### src/rtl/pkt_lane_serializer.sv
// Serializes a NUM_LANES-wide beat into a byte stream, one lane per cycle,
// with back-to-back beat capture on the last lane and a wrapping byte counter.
module pkt_lane_serializer #(
  parameter int OUTPUT_WIDTH = 8,
  parameter int NUM_LANES    = 8,
  parameter int LANE_ORDER   = 0,
  parameter int COUNT_WIDTH  = 32
) (
  input  logic                    clk_i,
  input  logic                    rst_ni,
  input  logic [OUTPUT_WIDTH-1:0] pkt_tdata_i [NUM_LANES],
  input  logic                    pkt_tvalid_i,
  output logic                    pkt_tready_o,
  output logic [OUTPUT_WIDTH-1:0] byte_o,
  output logic                    byte_valid_o,
  input  logic                    byte_ready_i,
  output logic                    byte_first_o,
  output logic [COUNT_WIDTH-1:0]  byte_count_o
);

  // Handshakes: a transfer happens on a rising edge where valid && ready;
  // valid never waits on ready, and data is held stable while valid && !ready.

  localparam int LW      = $clog2(NUM_LANES);
  localparam int FIRST_I = (LANE_ORDER != 0) ? NUM_LANES - 1 : 0;
  localparam int LAST_I  = (LANE_ORDER != 0) ? 0 : NUM_LANES - 1;
  localparam logic [LW-1:0] FIRST_LANE = LW'(FIRST_I);
  localparam logic [LW-1:0] LAST_LANE  = LW'(LAST_I);

  typedef enum logic {EMPTY, SHIFT} state_t;

  state_t                  state_q, state_d;
  logic [LW-1:0]           lane_q, lane_d;
  logic [OUTPUT_WIDTH-1:0] hold_q [NUM_LANES];
  logic [COUNT_WIDTH-1:0]  count_q;
  logic                    load;
  logic                    on_last;

  assign on_last = (lane_q == LAST_LANE);

  always_comb begin
    state_d      = state_q;
    lane_d       = lane_q;
    load         = 1'b0;
    // Combinational from byte_ready_i so a new beat lands with no bubble.
    pkt_tready_o = (state_q == EMPTY) || (on_last && byte_ready_i);
    case (state_q)
      EMPTY: begin
        if (pkt_tvalid_i) begin
          load    = 1'b1;
          lane_d  = FIRST_LANE;
          state_d = SHIFT;
        end
      end
      SHIFT: begin
        if (byte_ready_i) begin
          if (!on_last) begin
            lane_d = (LANE_ORDER != 0) ? lane_q - LW'(1) : lane_q + LW'(1);
          end else if (pkt_tvalid_i) begin
            load   = 1'b1;
            lane_d = FIRST_LANE;
          end else begin
            state_d = EMPTY;
          end
        end
      end
      default: state_d = EMPTY;
    endcase
  end

  always_ff @(posedge clk_i or negedge rst_ni) begin
    if (!rst_ni) begin
      state_q <= EMPTY;
      lane_q  <= FIRST_LANE;
      count_q <= '0;
    end else begin
      state_q <= state_d;
      lane_q  <= lane_d;
      if (byte_valid_o && byte_ready_i) count_q <= count_q + COUNT_WIDTH'(1);
    end
  end

  // Hold register contents are don't-care until a beat is captured.
  always_ff @(posedge clk_i) begin
    if (load) hold_q <= pkt_tdata_i;
  end

  assign byte_valid_o = (state_q == SHIFT);
  assign byte_o       = hold_q[lane_q];
  assign byte_first_o = (state_q == SHIFT) && (lane_q == FIRST_LANE);
  assign byte_count_o = count_q;

endmodule

### config.mk
export PLATFORM = sky130hd
export DESIGN_NAME = pkt_lane_serializer
export DESIGN_NICKNAME = d
export VERILOG_FILES = /design/src/rtl/pkt_lane_serializer.sv
export SDC_FILE = /design/constraint.sdc
export NUM_CORES = 1
export LEC_CHECK = 0
export CAP_MARGIN = 20
export CORE_UTILIZATION = 52
export CTS_CLUSTER_DIAMETER = 30
export DETAILED_ROUTE_END_ITERATION = 10
export GPL_TIMING_DRIVEN = 0
export PLACE_DENSITY = 0.85
export SYNTH_ARGS = -nofsm -noshare
export SYNTH_HDL_FRONTEND = slang
export SYNTH_SLANG_ARGS = --single-unit
export TNS_END_PERCENT = 20
### constraint.sdc
create_clock -name clk_i -period 8.48 [get_ports clk_i]
set_clock_uncertainty 0.2 [all_clocks]
set_input_delay 1.272 -clock clk_i [delete_from_list [all_inputs] [get_ports clk_i]]
set_output_delay 1.272 -clock clk_i [all_outputs]
set_load 0.1 [all_outputs]
==> results of run 1 <==
==> synthesized netlist by cell type, types with 2 or more instances <==
cell type  instances  area, sq um
and3_1             3        18.77
mux4_2            16        360.4
nand3_1            9        45.04
nor2_1             6        22.52
o21ai_0            3        15.01
nand4_4            2        42.54
nor3_1             3        15.01
buf_2              3        15.01
xor2_1             5        43.79
xnor2_1           26        227.7
nand2_1           39        146.4
a22o_1             3        26.28
buf_4              2        15.01
inv_1              4        15.01
nand4_1           14        87.58
dfrtp_1           36        900.9
nor4_4             2        42.54
and2_1             3        18.77
clkbuf_1           3        11.26
ha_1               4        50.05
edfxtp_1          64         1922
==> layer usage <==
| metal | vias up | global-route usage (%) | share of wire, % |
|---|---|---|---|
| met1 | 1238 | 24.71 | 40 |
| met2 | 104 | 34.47 | 51 |
| li1 | 1203 | - | - |
| met5 | - | 0 | 0 |
| met4 | 0 | 10.98 | 2.5 |
| met3 | 21 | 5.219 | 6.5 |
==> state kept, by name, indices dropped and copies added (netlist names) <==
name,flops
byte_count_o,32
lane_q,3
hold_q,64
byte_valid_o,1
==> path summary, 6_finish.rpt <==
check,slack [ns],end
max,3.75,pkt_tready_o
min,0.28,byte_count_o[31]
max reg2reg,6.14,hold_q[57]
min reg2reg,0.28,byte_count_o[31]
max in group asynchronous,6.80,byte_count_o[31]
min in group asynchronous,0.79,byte_count_o[10]
==> cells by family (layout without fill, tap and decap cells) <==
family | after synthesis | count (layout) | share of synthesized area, %
xor+xnor | 31 | 31 | 6.614
compound gates | 7 | 7 | 1.128
fa+ha+maj | 4 | 4 | 1.219
simple gates | 87 | 87 | 11.76
buf+inv | 13 | 140 | 1.463
mux | 17 | 17 | 9.052
flops | 100 | 100 | 68.76
==> final cells by class <==
cell class	instances	share of cell area [%]
timing repair buffer	111	20.11
buffer	8	0.7441
clock inverter	7	1.353
tap	102	2.300
multi-input combinational	146	22.05
inverter	5	0.3382
sequential	100	50.87
clock buffer	9	2.232
==> critical path, cell delays in order <==
cell	delay (ns)
clkdlybuf4s50_1	0.62
nand2_1	0.10
nand2_1	0.10
clkdlybuf4s50_1	1.15
==> placed cells by master, fill, tap and decap left out, drive strengths merged, types with 7 or more instances in the layout <==
cell type	Yosys	routed
clkdlybuf4s50	0	109
edfxtp	64	64
nand2	39	39
dfrtp	36	36
xnor2	26	26
mux4	16	16
nand4	16	16
clkbuf	3	12
nand3	10	10
buf	5	7
==> power breakdown <==
part	total [mW]	switching (mW)	internal, mW
combinational	0.737	0.515	0.222
clock	0.303	0.165	0.138
sequential	0.594	0.0304	0.563
total	1.63	0.711	0.923
==> impl_metrics.csv, run 1 <==
group,metric,value,unit
timing,finalCritPeriodShare,55.73,%
power,p_per_area,294.4,nW/um^2
placement,dp_hpwl,5.692,mm
logic_synthesis,yosysSeqAreaShare,68.76,%
timing,timing.fmax,211.6,MHz
timing,worst_slew_pin_slew,1.010,ns
logic_synthesis,synth-edff-count,64,
power,p_leak,2.065,nW
global_routing,antenna_found_initial,0,
cells_and_area,antennaDiodeCount,0,
power,ir_worst_vdd,0.2518,mV
detailed_routing,initialDrtViolationCount,112,
worst_hold_path,holdPathStages,1,
global_routing,grt_pass1_wl,12.88,mm
die,core_area,7687,sq um
power,p_total,1.634,mW
die,start_util,53.40,%
clock_network,cts_buffers,9,
die,design.die.area,8254,sq um
cells_and_area,multi_input_area,1224,sq um
cells_and_area,drive_gt1_share,11.66,%
timing,tns,0,ns
critical_path,crit_start,"byte_ready_i",
clock_network,cts_setup_buffers,0,
critical_path,start_kind,"primary input",
detailed_routing,first_pass_iters,4,
placement,dp_slack,3.740,ns
placement,place_inst,472,
clock_network,path_clk_slew,0.09,ns
critical_path,arrival,3.25,ns
logic_synthesis,async_reset_ff_share,36.00,%
die,fp.dieW,90.85,um
clock_network,worstSkewPairLatency,0.36,ns
logic_synthesis,synth_flop_cell,"edfxtp_1",
critical_path,reg2reg_from,"lane_q[0]",
cells_and_area,final_area,5549,sq um
run,maxCapViolations,0,
clock_network,cts-root-buf,"clkbuf_8",
logic_synthesis,syn_area_per_cell,15.85,sq um
detailed_routing,num_vias,2566,
timing,setup_violations,0,
detailed_routing,wl_per_cell,15.93,um
cells_and_area,layout.nets,453,
placement,port_buffers,110,
global_routing,grt_usage,20.64,%
detailed_routing,ant_nets,0,
clock_network,tritoncts,"built",
timing,worst_hold_slack,0.2786,ns
timing,finalHoldViolations,0,
clock_network,cts_repair_resize_count,0,
logic_synthesis,syn_nets,331,
clock_network,htree_levels,3,
detailed_routing,routed_wl,7.774,mm
die,row_count,32,
die,ios,111,
logic_synthesis,synth-seq-cells,100,
critical_path,critPathKind,"primary input to output port",
clock_network,cts.sinks,100,
cells_and_area,syn2layout_area_growth,35.17,%
critical_path,worstPathMaxFanout,8,
detailed_routing,vias_per_cell,5.258,
clock_network,ctsHoldBuffers,0,
logic_synthesis,syn-cell-area,4105,sq um
critical_path,reg2reg_depth,6,
placement,place_area,5350,sq um
cells_and_area,postLayoutCoreUtil,72.18,%
global_routing,grt_overflow,0,
worst_hold_path,hp-start,"byte_count_o[31]",
timing,finalWorstSetupSlack,3.754,ns
global_routing,grt_start_max_net_pins,37,
clock_network,clock_path_buffers,2,
cells_and_area,seq_area,2823,sq um
critical_path,crit_path_end_kind,"output port",
detailed_routing,drc,0,
timing,slew_headroom,32.45,%
cells_and_area,fillers,499,
timing,rsz0062_at_grt,"false",
logic_synthesis,yosysWarningCount,0,
worst_hold_path,hold_path_class,"flop to flop",
cells_and_area,stdcell_count,488,
logic_synthesis,synth.distinct_cells,30,
logic_synthesis,netlist_instances,259,
die,die-height,90.85,um
timing,period_needed,4.726,ns
placement,gp_congestion,0.8178,
critical_path,crit_required,7.01,ns
global_routing,grt_pass1_vias,2736,
timing,slew_violations,0,
status,status,"finished, final reports clean",
Note: power is estimated with default switching activity, not from simulation.
==> run 2: changes to the inputs <==
--- a/config.mk
+++ b/config.mk
@@ -6,11 +6,11 @@
 export NUM_CORES = 1
 export LEC_CHECK = 0
 export CAP_MARGIN = 20
-export CORE_UTILIZATION = 52
+export CORE_UTILIZATION = 48
 export CTS_CLUSTER_DIAMETER = 30
 export DETAILED_ROUTE_END_ITERATION = 10
 export GPL_TIMING_DRIVEN = 0
-export PLACE_DENSITY = 0.85
+export PLACE_DENSITY = 0.8
 export SYNTH_ARGS = -nofsm -noshare
 export SYNTH_HDL_FRONTEND = slang
 export SYNTH_SLANG_ARGS = --single-unit
==> constraint.sdc (replaced) <==
create_clock -name clk_i -period 4.52 [get_ports clk_i]
set_clock_uncertainty 0.2 [all_clocks]
set_input_delay 0.678 -clock clk_i [delete_from_list [all_inputs] [get_ports clk_i]]
set_output_delay 0.678 -clock clk_i [all_outputs]
set_load 0.1 [all_outputs]
==> run 2 against run 1 <==
  * Count of clock-buffer cells in the layout stayed put
  * Register-to-register slack worse by 3.8 ns
  * Wire length is 0.64% higher
  * Final cell count is 0.41% higher
  * Via count is 0.35% lower
  * First-iteration DRC count is 16% lower
  * Non-clock buffer count stayed put
==> impl_metrics.csv, run 2 (synthesis gave the netlist of run 1 again) <==
group,metric,value,unit
die,fp.dieW,94.48,um
placement,dp_hpwl,5.700,mm
placement,port_buffers,110,
critical_path,start_kind,"flop",
critical_path,crit_top_cell,"nand2_1",
cells_and_area,syn2layout_area_growth,34.44,%
die,core_area,8258,sq um
timing,worst_slew_pin_slew,1.019,ns
cells_and_area,regMostFlops,"hold_q",
critical_path,slowest_delay,1.16,ns
clock_network,clock_path_buffers,2,
critical_path,crit_slowest_cell,"clkdlybuf4s50_1",
clock_network,tritoncts,"built",
critical_path,critPathKind,"flop to output port",
timing,tns,0,ns
cells_and_area,drive_gt1_share,11.43,%
die,design.die.area,8926,sq um
clock_network,cts_setup_buffers,0,
critical_path,crit_required,3.64,ns
power,ir_worst_vdd,0.3564,mV
run,maxCapViolations,0,
power,p_leak,2.050,nW
critical_path,path_cells,"clkbuf_1 -> buf_2 -> mux4_2 -> nand2_1 -> nand2_1 -> clkdlybuf4s50_1",
power,p_seq_share,37.1,%
clock_network,path_clk_slew,0.10,ns
global_routing,grt_start_max_net_pins,46,
critical_path,worst-path-buf-inv,3,
power,p_total,2.998,mW
global_routing,grt_pass1_vias,2683,
detailed_routing,initialDrtViolationCount,94,
timing,rsz0062_at_grt,"false",
clock_network,cts-root-buf,"clkbuf_8",
timing,slew_violations,0,
die,row_count,33,
power,p_per_area,543.2,nW/um^2
worst_hold_path,hold_path_class,"primary input to asynchronous set/reset pin",
global_routing,grt_pass1_wl,12.65,mm
die,ios,111,
global_routing,antenna_found_initial,0,
timing,timing.fmax,251.1,MHz
cells_and_area,largest_reg_flops,64,
placement,gp_congestion,0.7571,
critical_path,worstPathMaxFanout,10,
clock_network,cts_repair_resize_count,0,
detailed_routing,wl_per_cell,15.97,um
power,p_sw,1.329,mW
clock_network,cts_buffers,9,
timing,finalCritPeriodShare,88.09,%
critical_path,cp_top_family,"buffers and inverters",
global_routing,grt_usage,19.44,%
global_routing,grt_overflow,0,
power,p_int,1.669,mW
detailed_routing,vias_per_cell,5.218,
die,die-height,94.48,um
critical_path,path_depth,6,
placement,place_area,5354,sq um
critical_path,reg2reg_depth,6,
die,start_util,49.71,%
status,status,"finished, final reports clean",
power,p_clk_share,16.6,%
cells_and_area,final_common_cell,"clkdlybuf4s50_1",
cells_and_area,antennaDiodeCount,0,
power,comb_power_share,46.3,%
timing,setup_violations,0,
clock_network,htree_levels,3,
critical_path,arrival,3.10,ns
power,sw_frac_of_total,44.32,%
clock_network,cts.sinks,100,
cells_and_area,fillers,603,
cells_and_area,layout.nets,453,
timing,slew_headroom,31.88,%
detailed_routing,drc,0,
placement,place_inst,475,
timing,period_needed,3.982,ns
clock_network,ctsHoldBuffers,0,
cells_and_area,stdcell_count,490,
detailed_routing,ant_nets,0,
detailed_routing,routed_wl,7.824,mm
timing,finalHoldViolations,0,
critical_path,crit_path_end_kind,"output port",
detailed_routing,num_vias,2557,
cells_and_area,final_area,5519,sq um
cells_and_area,final_cell_mix,"clkdlybuf4s50_1, edfxtp_1, nand2_1, dfrtp_1, xnor2_1",
clock_network,worstSkewPairLatency,0.36,ns
detailed_routing,first_pass_iters,4,
[run 2: cell count changes in the layout (fill, tap and decap cells not counted), sizes merged]
cell and change:
bufinv -1, clkinv +1, inv -1
[run 2: final timing paths]
check	start	to	slack [ns]
min	rst_ni	byte_count_o[23]	0.19
max reg2reg	lane_q[0]	hold_q[9]	2.35
max in group asynchronous	rst_ni	byte_count_o[5]	3.43
min reg2reg	byte_count_o[31]	byte_count_o[31]	0.29
max	lane_q[1]	byte_o[2]	0.54
min in group clk_i	byte_count_o[31]	byte_count_o[31]	0.29
[run 2: final cells by class]
cell class	instances	area [sq um]	share of cell area, %
inverter	5	18.77	0.3401
clock buffer	9	123.9	2.244
clock inverter	6	41.29	0.7481
sequential	100	2823	51.14
timing repair buffer	111	1116	20.22
buffer	8	41.29	0.7481
multi-input combinational	146	1224	22.17
tap	105	131.4	2.380
[run 2: layer usage]
layer  global-route usage, %  vias up  wire (um)
met5                       0        -          0
met4                   10.35        0        217
met3                   4.992       14        488
met2                   32.55      101       3903
met1                   23.09     1241       3216
li1                        -     1201          -
[run 2: power by group through the flow]
stage	clock [mW]	sequential, mW	combinational, mW
3_5_place_dp	0	1.13	1.40
5_1_grt	0.551	1.12	1.46
2_1_floorplan	0	1.33	0.840
4_1_cts	0.514	1.11	1.40
6_report	0.499	1.11	1.39
3_3_place_gp	0	1.13	1.38
[run 2: metrics by stage]
step	hold WS [ns]	utilization, %	worst slack, ns
floorplan	0.1824	-	0.5270
global placement	0.2709	64.64	0.4171
detailed placement	0.2753	64.83	0.8952
CTS	0.2017	66.83	0.4839
global route	0.2420	66.83	0.3758
finish	0.1909	66.83	0.5382
